<file path="src/rtl/map_pkg.sv">
// Shared constants, FSM state encoding and saturating arithmetic for the
// alpha-metric SRAM controller.
package map_pkg;

    localparam int DATA_W     = 16;
    localparam int NUM_STATES = 8;
    localparam int MAX_STEPS  = 9;

    typedef enum logic [2:0] {
        IDLE,
        WR,
        RD_ADDR,
        RD_WAIT,
        RD_CAP,
        OUT,
        DONE
    } state_e;

    // a - b clamped to the signed range of a w-bit word (w <= 32).
    function automatic logic signed [31:0] sat_sub(input logic signed [31:0] a,
                                                   input logic signed [31:0] b,
                                                   input int w);
        logic signed [32:0] diff;
        logic signed [32:0] hi;
        logic signed [32:0] lo;
        diff = {a[31], a} - {b[31], b};
        hi   = (33'sd1 <<< (w - 1)) - 33'sd1;
        lo   = -(33'sd1 <<< (w - 1));
        if (diff > hi) begin
            return hi[31:0];
        end else if (diff < lo) begin
            return lo[31:0];
        end
        return diff[31:0];
    endfunction

endpackage

</file>
<file path="src/rtl/alpha_sram_ctrl_norm.sv">
// alpha_norm: subtracts lane 0 from every lane with signed saturation.
// Only compiled when ALPHA_SRAM_CTRL_NORM_EN is defined.
`ifdef ALPHA_SRAM_CTRL_NORM_EN
module alpha_norm #(
    parameter int DATA_W = map_pkg::DATA_W
) (
    input  logic signed [DATA_W-1:0] din  [map_pkg::NUM_STATES],
    output logic signed [DATA_W-1:0] dout [map_pkg::NUM_STATES]
);
    import map_pkg::*;

    always_comb begin
        for (int i = 0; i < NUM_STATES; i++) begin
            dout[i] = DATA_W'(sat_sub(32'(din[i]), 32'(din[0]), DATA_W));
        end
    end

endmodule
`endif

</file>
<file path="src/rtl/alpha_sram_ctrl.sv">
// Stores forward alpha vectors in SRAM, then replays them in reverse step order.
// Define ALPHA_SRAM_CTRL_NORM_EN to normalise read-back vectors against state 0.
module alpha_sram_ctrl #(
    parameter int DATA_W    = map_pkg::DATA_W,
    parameter int ADDR_W    = 8,
    parameter int MAX_STEPS = map_pkg::MAX_STEPS
) (
    input  logic                     clk,
    input  logic                     rst,
    input  logic                     start,
    input  logic [3:0]               frame_len,
    input  logic                     in_valid,
    output logic                     in_ready,
    input  logic signed [DATA_W-1:0] in_data0,
    input  logic signed [DATA_W-1:0] in_data1,
    input  logic signed [DATA_W-1:0] in_data2,
    input  logic signed [DATA_W-1:0] in_data3,
    input  logic signed [DATA_W-1:0] in_data4,
    input  logic signed [DATA_W-1:0] in_data5,
    input  logic signed [DATA_W-1:0] in_data6,
    input  logic signed [DATA_W-1:0] in_data7,
    output logic                     out_valid,
    input  logic                     out_ready,
    output logic signed [DATA_W-1:0] out_data0,
    output logic signed [DATA_W-1:0] out_data1,
    output logic signed [DATA_W-1:0] out_data2,
    output logic signed [DATA_W-1:0] out_data3,
    output logic signed [DATA_W-1:0] out_data4,
    output logic signed [DATA_W-1:0] out_data5,
    output logic signed [DATA_W-1:0] out_data6,
    output logic signed [DATA_W-1:0] out_data7,
    output logic [3:0]               out_step,
    output logic                     sram_write_read,
    output logic [ADDR_W-1:0]        sram_addr,
    output logic signed [DATA_W-1:0] sram_in_data0,
    output logic signed [DATA_W-1:0] sram_in_data1,
    output logic signed [DATA_W-1:0] sram_in_data2,
    output logic signed [DATA_W-1:0] sram_in_data3,
    output logic signed [DATA_W-1:0] sram_in_data4,
    output logic signed [DATA_W-1:0] sram_in_data5,
    output logic signed [DATA_W-1:0] sram_in_data6,
    output logic signed [DATA_W-1:0] sram_in_data7,
    input  logic signed [DATA_W-1:0] sram_out_data0,
    input  logic signed [DATA_W-1:0] sram_out_data1,
    input  logic signed [DATA_W-1:0] sram_out_data2,
    input  logic signed [DATA_W-1:0] sram_out_data3,
    input  logic signed [DATA_W-1:0] sram_out_data4,
    input  logic signed [DATA_W-1:0] sram_out_data5,
    input  logic signed [DATA_W-1:0] sram_out_data6,
    input  logic signed [DATA_W-1:0] sram_out_data7,
    output logic                     busy,
    output logic                     done,
    output logic                     err
);
    import map_pkg::*;

    typedef logic signed [DATA_W-1:0] word_t;

    word_t       in_vec  [NUM_STATES];
    word_t       rd_vec  [NUM_STATES];
    word_t       cap_vec [NUM_STATES];
    word_t       wdata_q [NUM_STATES];
    word_t       odata_q [NUM_STATES];
    state_e      state_q, state_d;
    logic [3:0]  k_q, k_d, len_q, len_d;
    logic        last_q, last_d, we_q, we_d, err_q, err_d;
    logic [ADDR_W-1:0] addr_q, addr_d;
    logic        accept, legal;

    function automatic logic [ADDR_W-1:0] step_addr(input logic [3:0] k);
        return ADDR_W'({k, 3'b000});
    endfunction

    assign in_vec = '{in_data0, in_data1, in_data2, in_data3,
                      in_data4, in_data5, in_data6, in_data7};
    assign rd_vec = '{sram_out_data0, sram_out_data1, sram_out_data2, sram_out_data3,
                      sram_out_data4, sram_out_data5, sram_out_data6, sram_out_data7};

`ifdef ALPHA_SRAM_CTRL_NORM_EN
    alpha_norm #(.DATA_W(DATA_W)) u_norm (
        .din  (rd_vec),
        .dout (cap_vec)
    );
`else
    assign cap_vec = rd_vec;
`endif

    // last_q drops in_ready as soon as the final vector is taken.
    assign in_ready  = (state_q == WR) && !last_q;
    assign accept    = in_ready && in_valid;
    assign legal     = (frame_len != 4'd0) && (32'(frame_len) <= MAX_STEPS);
    assign out_valid = (state_q == OUT);
    assign busy      = (state_q != IDLE);
    assign done      = (state_q == DONE);
    assign err       = err_q;
    assign out_step  = k_q;
    assign sram_write_read = we_q;
    assign sram_addr = addr_q;

    assign {out_data7, out_data6, out_data5, out_data4,
            out_data3, out_data2, out_data1, out_data0} =
           {odata_q[7], odata_q[6], odata_q[5], odata_q[4],
            odata_q[3], odata_q[2], odata_q[1], odata_q[0]};
    assign {sram_in_data7, sram_in_data6, sram_in_data5, sram_in_data4,
            sram_in_data3, sram_in_data2, sram_in_data1, sram_in_data0} =
           {wdata_q[7], wdata_q[6], wdata_q[5], wdata_q[4],
            wdata_q[3], wdata_q[2], wdata_q[1], wdata_q[0]};

    always_comb begin
        state_d = state_q;
        k_d     = k_q;
        len_d   = len_q;
        last_d  = last_q;
        we_d    = 1'b0;
        err_d   = 1'b0;
        addr_d  = addr_q;
        case (state_q)
            IDLE: begin
                if (start) begin
                    if (legal) begin
                        state_d = WR;
                        k_d     = 4'd0;
                        len_d   = frame_len;
                        last_d  = 1'b0;
                    end else begin
                        err_d = 1'b1;
                    end
                end
            end
            WR: begin
                // The final write cycle still runs in WR; reads start after it.
                if (last_q) begin
                    state_d = RD_ADDR;
                    last_d  = 1'b0;
                    addr_d  = step_addr(k_q);
                end else if (accept) begin
                    we_d   = 1'b1;
                    addr_d = step_addr(k_q);
                    if (k_q == len_q - 4'd1) begin
                        last_d = 1'b1;
                    end else begin
                        k_d = k_q + 4'd1;
                    end
                end
            end
            RD_ADDR: state_d = RD_WAIT;
            RD_WAIT: state_d = RD_CAP;
            RD_CAP:  state_d = OUT;
            OUT: begin
                if (out_ready) begin
                    if (k_q == 4'd0) begin
                        state_d = DONE;
                    end else begin
                        state_d = RD_ADDR;
                        k_d     = k_q - 4'd1;
                        addr_d  = step_addr(k_q - 4'd1);
                    end
                end
            end
            DONE:    state_d = IDLE;
            default: state_d = IDLE;
        endcase
    end

    always_ff @(posedge clk or negedge rst) begin
        if (!rst) begin
            state_q <= IDLE;
            k_q     <= 4'd0;
            len_q   <= 4'd0;
            last_q  <= 1'b0;
            we_q    <= 1'b0;
            err_q   <= 1'b0;
            addr_q  <= '0;
            for (int i = 0; i < NUM_STATES; i++) begin
                wdata_q[i] <= '0;
                odata_q[i] <= '0;
            end
        end else begin
            state_q <= state_d;
            k_q     <= k_d;
            len_q   <= len_d;
            last_q  <= last_d;
            we_q    <= we_d;
            err_q   <= err_d;
            addr_q  <= addr_d;
            for (int i = 0; i < NUM_STATES; i++) begin
                if (accept) wdata_q[i] <= in_vec[i];
                if (state_q == RD_CAP) odata_q[i] <= cap_vec[i];
            end
        end
    end

endmodule

</file>
<file path="config.mk">
export PLATFORM = sky130hd
export DESIGN_NAME = alpha_sram_ctrl
export DESIGN_NICKNAME = d
export VERILOG_FILES = /design/src/rtl/map_pkg.sv /design/src/rtl/alpha_sram_ctrl_norm.sv /design/src/rtl/alpha_sram_ctrl.sv
export SDC_FILE = /design/constraint.sdc
export NUM_CORES = 1
export LEC_CHECK = 0
export BUFFER_PORTS_ARGS = -buffer_cell sky130_fd_sc_hd__clkbuf_2
export CORE_AREA = 4 4 205 207
export DETAILED_ROUTE_END_ITERATION = 7
export DIE_AREA = 0 0 209 211
export PLACE_DENSITY = 0.62
export SLEW_MARGIN = 30
export SYNTH_ARGS = -nofsm -noshare
export SYNTH_HDL_FRONTEND = slang
export SYNTH_SLANG_ARGS = --single-unit
export TNS_END_PERCENT = 20
</file>
<file path="constraint.sdc">
create_clock -name clk -period 2.06 [get_ports clk]
set_clock_uncertainty 0.1 [all_clocks]
set_input_delay 0.309 -clock clk [delete_from_list [all_inputs] [get_ports clk]]
set_output_delay 0.309 -clock clk [all_outputs]
set_load 0.005 [all_outputs]
</file>
* Yosys cells after proc, flatten, opt, wreduce, memory -nomap -nowiden *
Index checks and enable logic that the tools add are counted.

operators by class
  $add $sub $neg = 3
  $lt $le $gt $ge = 1
  eq/ne operators = 16
  multiplexer cells = 31
  reductions and logical operators = 16

operators by type and width
  kind                                                                    number
  8-bit two-way mux                                                       4
  4-bit two-way mux                                                       7
  3-bit case mux with 6 select lines                                      1
  8-bit case mux with 2 select lines                                      1
  3-bit two-way mux                                                       5
  2-bit != test (second input constant)                                   7
  4-bit case mux with 3 select lines                                      1
  1-bit two-way mux                                                       11
  3-bit equality test (second input constant)                             3
  4-bit AND reduction                                                     2
  8-bit AND reduction                                                     1
  4-bit by 1-bit subtractor with 4-bit output (second input constant)     2
  3-bit by 2-bit equality test with 1-bit output (second input constant)  2
  3-bit AND reduction                                                     2
  3-bit nonzero test                                                      2
  4-bit by 1-bit adder with 4-bit output (second input constant)          1
  4-bit equality test                                                     1
  4-bit <= comparator (second input constant)                             1
  4-bit logical NOT                                                       1
  2-bit nonzero test                                                      2
  4-bit nonzero test                                                      1
  3-bit by 1-bit equality test with 1-bit output (second input constant)  1
  1-bit logical AND                                                       3
  3-bit logical NOT                                                       1
  other kinds (4)                                                         4

storage, ports and cells
  register bits after elaboration = 278
  bits of input ports = 265
  logic and storage cells = 90

* Depth between registers and ports, before layout *
  depth after elaboration = 6
  depth in mapped cells = 8

* Worst setup path after synthesis *
OpenSTA, ideal clock, no wires.

  path kind = register -> register
  from = register k_q[0] (netlist: out_step[0])
  to = register k_q[2] (netlist: out_step[2])
  library setup time = 125 ps
  arrival = 1993 ps
  slack = -158 ps
  stages on the path, launching flop included = 9
  clock period less this slack = 2218 ps
  cell sequence = dfrtp_1 > buf_2 > inv_1 > ha_1 > or3b_1 > and2_1 > o221ai_1 > o21ba_4 > mux2_4

between the ends
  longest elaborated chain between the ends = 5
  elaborated cells between the ends (all ways) = 13
  those cells by class = add/sub (2); eq/ne (3); mux (6); reduce/logical (2)

ends and longest elaborated chain
  element                                 RTL line                source
  start, declared                         alpha_sram_ctrl.sv:65   logic [3:0] k_q, k_d, len_q, len_d;
  start signal, assigned                  alpha_sram_ctrl.sv:180  k_q <= k_d;
  4-bit by 1-bit adder with 4-bit output  alpha_sram_ctrl.sv:142  k_d = k_q + 4'd1;
  4-bit two-way mux                       alpha_sram_ctrl.sv:139  if (k_q == len_q - 4'd1) begin
  4-bit two-way mux                       alpha_sram_ctrl.sv:136  end else if (accept) begin
  4-bit two-way mux                       alpha_sram_ctrl.sv:132  if (last_q) begin
  4-bit case mux with 3 select lines      alpha_sram_ctrl.sv:117  case (state_q)

Several ways; a longest one is shown, not always the timed one. The select of a mux whose other input is x is not followed.
A chain may end at the register's enable or synchronous reset.

* Final worst setup path *
  from = register state_q[1]
  to = register wdata_q, in the netlist sram_in_data0[14]

between the ends
  longest elaborated chain between the ends = 3

ends and longest elaborated chain
  element                                         RTL line                source
  start, declared                                 alpha_sram_ctrl.sv:64   state_e state_q, state_d;
  start signal, assigned                          alpha_sram_ctrl.sv:179  state_q <= state_d;
  3-bit by 1-bit equality test with 1-bit output  alpha_sram_ctrl.sv:89   assign in_ready = (state_q == WR) && !last_q;
  1-bit logical AND                               alpha_sram_ctrl.sv:89
  1-bit logical AND                               alpha_sram_ctrl.sv:90   assign accept = in_ready && in_valid;
  end signal, assigned by index                   alpha_sram_ctrl.sv:187  if (accept) wdata_q[i] <= in_vec[i];
  end, declared                                   alpha_sram_ctrl.sv:62   word_t wdata_q [NUM_STATES];

No other way between the ends.

==> impl_metrics.xml <==
<?xml version="1.0" encoding="UTF-8"?>
<metrics>
  <group name="status">
    <metric name="run_status" unit="">completed</metric>
  </group>
  <group name="floorplanning">
    <metric name="die_y" unit="um">211</metric>
    <metric name="floorplan.rows" unit="">74</metric>
    <metric name="initial_core_util" unit="">0.267</metric>
    <metric name="pin_count" unit="">539</metric>
    <metric name="dieArea" unit="sq mm">0.0441</metric>
    <metric name="die_x" unit="um">209</metric>
    <metric name="design.core.area" unit="sq mm">0.0404</metric>
  </group>
  <group name="place">
    <metric name="pre_cts_slack" unit="ns">-0.0728</metric>
    <metric name="placement.cell_area" unit="sq mm">0.0145</metric>
    <metric name="io_buffers" unit="">534</metric>
    <metric name="numPlacedInstances" unit="">1772</metric>
    <metric name="routabilityCongestion" unit="">0.818</metric>
    <metric name="detailedPlacementHpwl" unit="um">25000</metric>
  </group>
  <group name="route">
    <metric name="final_antenna_net_count" unit="">0</metric>
    <metric name="vias" unit="">8973</metric>
    <metric name="first_pass_iters" unit="">4</metric>
    <metric name="wl_per_cell" unit="um">17.2</metric>
    <metric name="detailedRoute.firstIterationViolations" unit="">394</metric>
    <metric name="via_per_inst" unit="">4.28</metric>
    <metric name="routed-wl-met2" unit="um">18500</metric>
    <metric name="postRouteWirelength" unit="um">36000</metric>
    <metric name="wirelength_met1" unit="um">13900</metric>
    <metric name="topRoutingLayerUsed" unit="">met5</metric>
    <metric name="detail_route.drc_violations" unit="">0</metric>
    <metric name="dr_wl_met3" unit="um">2670</metric>
  </group>
  <group name="timing">
    <metric name="number_of_endpoints_failing_setup_at_the_final_stage" unit="">0</metric>
    <metric name="timing_hold_violations_final" unit="">0</metric>
    <metric name="rsz0062_at_grt" unit="">true</metric>
    <metric name="worst_pin_slew" unit="ns">0.954</metric>
    <metric name="count_of_final_max_slew_check_failures" unit="">0</metric>
    <metric name="final_min_period_over_clock_period" unit="">0.998</metric>
    <metric name="post-route-min-period" unit="ns">2.05</metric>
    <metric name="fmax" unit="MHz">487</metric>
    <metric name="timing.final.ws_setup" unit="ns">0.00513</metric>
    <metric name="worst_slew_margin_rel" unit="">0.354</metric>
  </group>
  <group name="global_routing">
    <metric name="grt_max_degree" unit="">63</metric>
    <metric name="first_global_vias" unit="">9956</metric>
    <metric name="overflow" unit="">0</metric>
    <metric name="gr-usage-all-layers" unit="">0.153</metric>
    <metric name="antenna_found_initial" unit="">1</metric>
    <metric name="grt_pass1_wl" unit="um">55100</metric>
  </group>
  <group name="cells_and_area">
    <metric name="sequential_cell_area" unit="sq mm">0.00686</metric>
    <metric name="multi_input_comb_area" unit="sq mm">0.00364</metric>
    <metric name="stdcell_area" unit="sq mm">0.0183</metric>
    <metric name="final-instance-count-excl-fill" unit="">2095</metric>
    <metric name="fin_util" unit="">0.452</metric>
    <metric name="syn_to_final_growth" unit="%">69.2</metric>
    <metric name="ratio_of_cells_with_drive_above_1_in_the_final_layout" unit="">0.436</metric>
    <metric name="design.final.nets" unit="">1810</metric>
    <metric name="fillers" unit="">3581</metric>
  </group>
  <group name="cts">
    <metric name="clock_tree.htree_level_count" unit="">1</metric>
    <metric name="numCtsBuffers" unit="">30</metric>
    <metric name="cts.path.max_buffers" unit="">3</metric>
    <metric name="clkSlewWorstSetupHoldPaths" unit="ns">0.07</metric>
    <metric name="cts.sinks" unit="">274</metric>
    <metric name="clk_latency" unit="ns">0.56</metric>
    <metric name="cts_tree" unit="">yes</metric>
    <metric name="root_buffer" unit="">sky130_fd_sc_hd__clkbuf_16</metric>
  </group>
  <group name="synth">
    <metric name="yosys_warnings" unit="">0</metric>
    <metric name="synth_area_per_cell" unit="sq um">16.1</metric>
    <metric name="post_synth_inst_count" unit="">670</metric>
    <metric name="yosys_register_bits" unit="">274</metric>
    <metric name="summed_instance_area_of_the_synthesized_netlist" unit="sq mm">0.0108</metric>
    <metric name="yosysUniqueCellTypes" unit="">46</metric>
    <metric name="share_of_synthesized_area_occupied_by_flip_flops_and_latches" unit="">0.635</metric>
  </group>
  <group name="power">
    <metric name="power.density" unit="mW/mm^2">1330</metric>
    <metric name="vdd.ir_drop.worst" unit="mV">0.701</metric>
    <metric name="leakage_power_figure" unit="nW">8.94</metric>
    <metric name="power" unit="mW">24.4</metric>
  </group>
  <group name="critical_path">
    <metric name="cp-end-kind" unit="">flip-flop</metric>
    <metric name="timing.setup.critical_path_class" unit="">reg2reg</metric>
    <metric name="top_fanout_value_on_the_critical_path" unit="">24</metric>
    <metric name="worstSetupStartpointType" unit="">flip-flop</metric>
    <metric name="worstPathRequired" unit="ns">2.38</metric>
    <metric name="worst-endpoint-arrival" unit="ns">2.38</metric>
  </group>
  <group name="run">
    <metric name="max_cap_violations" unit="">0</metric>
  </group>
  <group name="min_path">
    <metric name="min-delay-path-class" unit="">in2reg</metric>
  </group>
</metrics>
stage by stage:
stage | setup TNS [ns] | hold WS [ns]
floorplan | -0.0466 | -0.0866
global route | -1.34 | 0.0639
detailed placement | -0.213 | 0.217
global placement | -0.108 | 0.215
finish | 0 | 0.0424
CTS | -0.0405 | 0.0223
layer usage:
layer  track usage  vias to the layer above
met5             0                        -
met4        0.0416                        2
met3        0.0417                       69
met2         0.280                      373
met1         0.178                     4431
li1              -                     4098
final cells by class:
cell class                 instances  share of cell area
sequential                       274               0.375
antenna                            2            0.000274
tap                              532              0.0365
timing repair buffer             874               0.333
clock buffer                      46              0.0494
multi-input combinational        350               0.199
clock inverter                     7             0.00363
inverter                          10             0.00233
cells in the final DEF (no fill, tap or decap), types with 5 or more instances in the layout:
| cell type | instances |
|---|---|
| sky130_fd_sc_hd__mux2_1 | 260 |
| sky130_fd_sc_hd__clkbuf_8 | 7 |
| sky130_fd_sc_hd__clkbuf_16 | 32 |
| sky130_fd_sc_hd__buf_6 | 9 |
| sky130_fd_sc_hd__a21oi_1 | 7 |
| sky130_fd_sc_hd__o21ai_0 | 5 |
| sky130_fd_sc_hd__nor2_1 | 5 |
| sky130_fd_sc_hd__nand2_1 | 9 |
| sky130_fd_sc_hd__clkbuf_1 | 8 |
| sky130_fd_sc_hd__xnor2_1 | 5 |
| sky130_fd_sc_hd__dfrtp_1 | 274 |
| sky130_fd_sc_hd__clkbuf_2 | 531 |
| sky130_fd_sc_hd__buf_12 | 11 |
| sky130_fd_sc_hd__dlygate4sd3_1 | 263 |
| sky130_fd_sc_hd__buf_4 | 57 |
critical path, stage by stage (launching register included):
cell                      delay (ns)
sky130_fd_sc_hd__dfrtp_1        0.38
sky130_fd_sc_hd__or3b_4         0.42
sky130_fd_sc_hd__nor2_4         0.10
sky130_fd_sc_hd__nand2_1        0.11
sky130_fd_sc_hd__inv_4          0.10
sky130_fd_sc_hd__buf_12         0.18
sky130_fd_sc_hd__buf_4          0.16
sky130_fd_sc_hd__mux2_1         0.35
cells in the mapped netlist (all sizes together):
library cell	number	area, sq um
mux2	265	2990
o21ai	8	40.0
a21o	2	15.0
or4	1	11.3
o311ai	1	8.76
clkbuf	3	11.3
nor3b	1	7.51
or3b	3	26.3
o211ai	1	7.51
inv	10	37.5
nor3	2	10.0
o31ai	1	7.51
a2bb2oi	2	17.5
xnor2	7	68.8
and3	1	6.26
a31oi	1	6.26
a21oi	7	35.0
nor2	7	33.8
nand3b	1	7.51
mux2i	3	30.0
and3b	1	8.76
o21ba	1	16.3
o221ai	1	8.76
dfrtp	274	6860
nand2	9	33.8
o22ai	1	6.26
o22a	1	8.76
nand2b	4	25.0
and2	1	6.26
nor4	3	18.8
buf	36	325
nand3	2	10.0
nor2b	1	6.26
ha	5	62.6
conb	1	3.75
xor2	1	8.76
a221oi	1	8.76
power by group:
part / leakage (nW) / switching (mW) / internal (mW)
clock network: 0.476 / 2.19 / 3.12
logic: 5.18 / 4.17 / 5.23
registers: 3.28 / 1.52 / 8.13
total: 8.94 / 7.88 / 16.5
kinds of logic (layout without fill, tap and decap cells):
logic type / count (synthesis) / after routing / synth area share
adder cells (fa/ha/maj): 5 / 5 / 0.00580
multiplexers: 268 / 268 / 0.280
other: 1 / 6 / 0.000347
XOR/XNOR: 8 / 8 / 0.00719
flip-flops: 274 / 274 / 0.635
AO/OA/AOI/OAI: 28 / 28 / 0.0173
buffers and inverters: 49 / 937 / 0.0347
AND/OR/NAND/NOR: 37 / 37 / 0.0196
worst paths after layout:
path | depth (start not counted) | to | slack, ns | startpoint
min reg2reg | 1 | sram_in_data0[15]$_DFFE_PN0P_ | 0.38 | sram_in_data0[15]$_DFFE_PN0P_
max in group asynchronous | 3 | sram_in_data4[14]$_DFFE_PN0P_ | 0.87 | rst
max | 7 | sram_in_data0[14]$_DFFE_PN0P_ | 0.005 | state_q[1]$_DFFE_PN0P_
max reg2reg | 7 | sram_in_data0[14]$_DFFE_PN0P_ | 0.005 | state_q[1]$_DFFE_PN0P_
min in group asynchronous | 2 | sram_in_data3[15]$_DFFE_PN0P_ | 0.21 | rst
min | 4 | state_q[2]$_DFFE_PN0P_ | 0.04 | out_ready
timing repair:
item,CTS,global route
cloned,0,1
pin swaps,3,3
endpoints found under the hold margin,306,0
setup endpoints to repair,7,126
buffers inserted,1,3
hold buffers,263,0
gates resized for setup,6,13
Power figures use the tool's default switching activity.
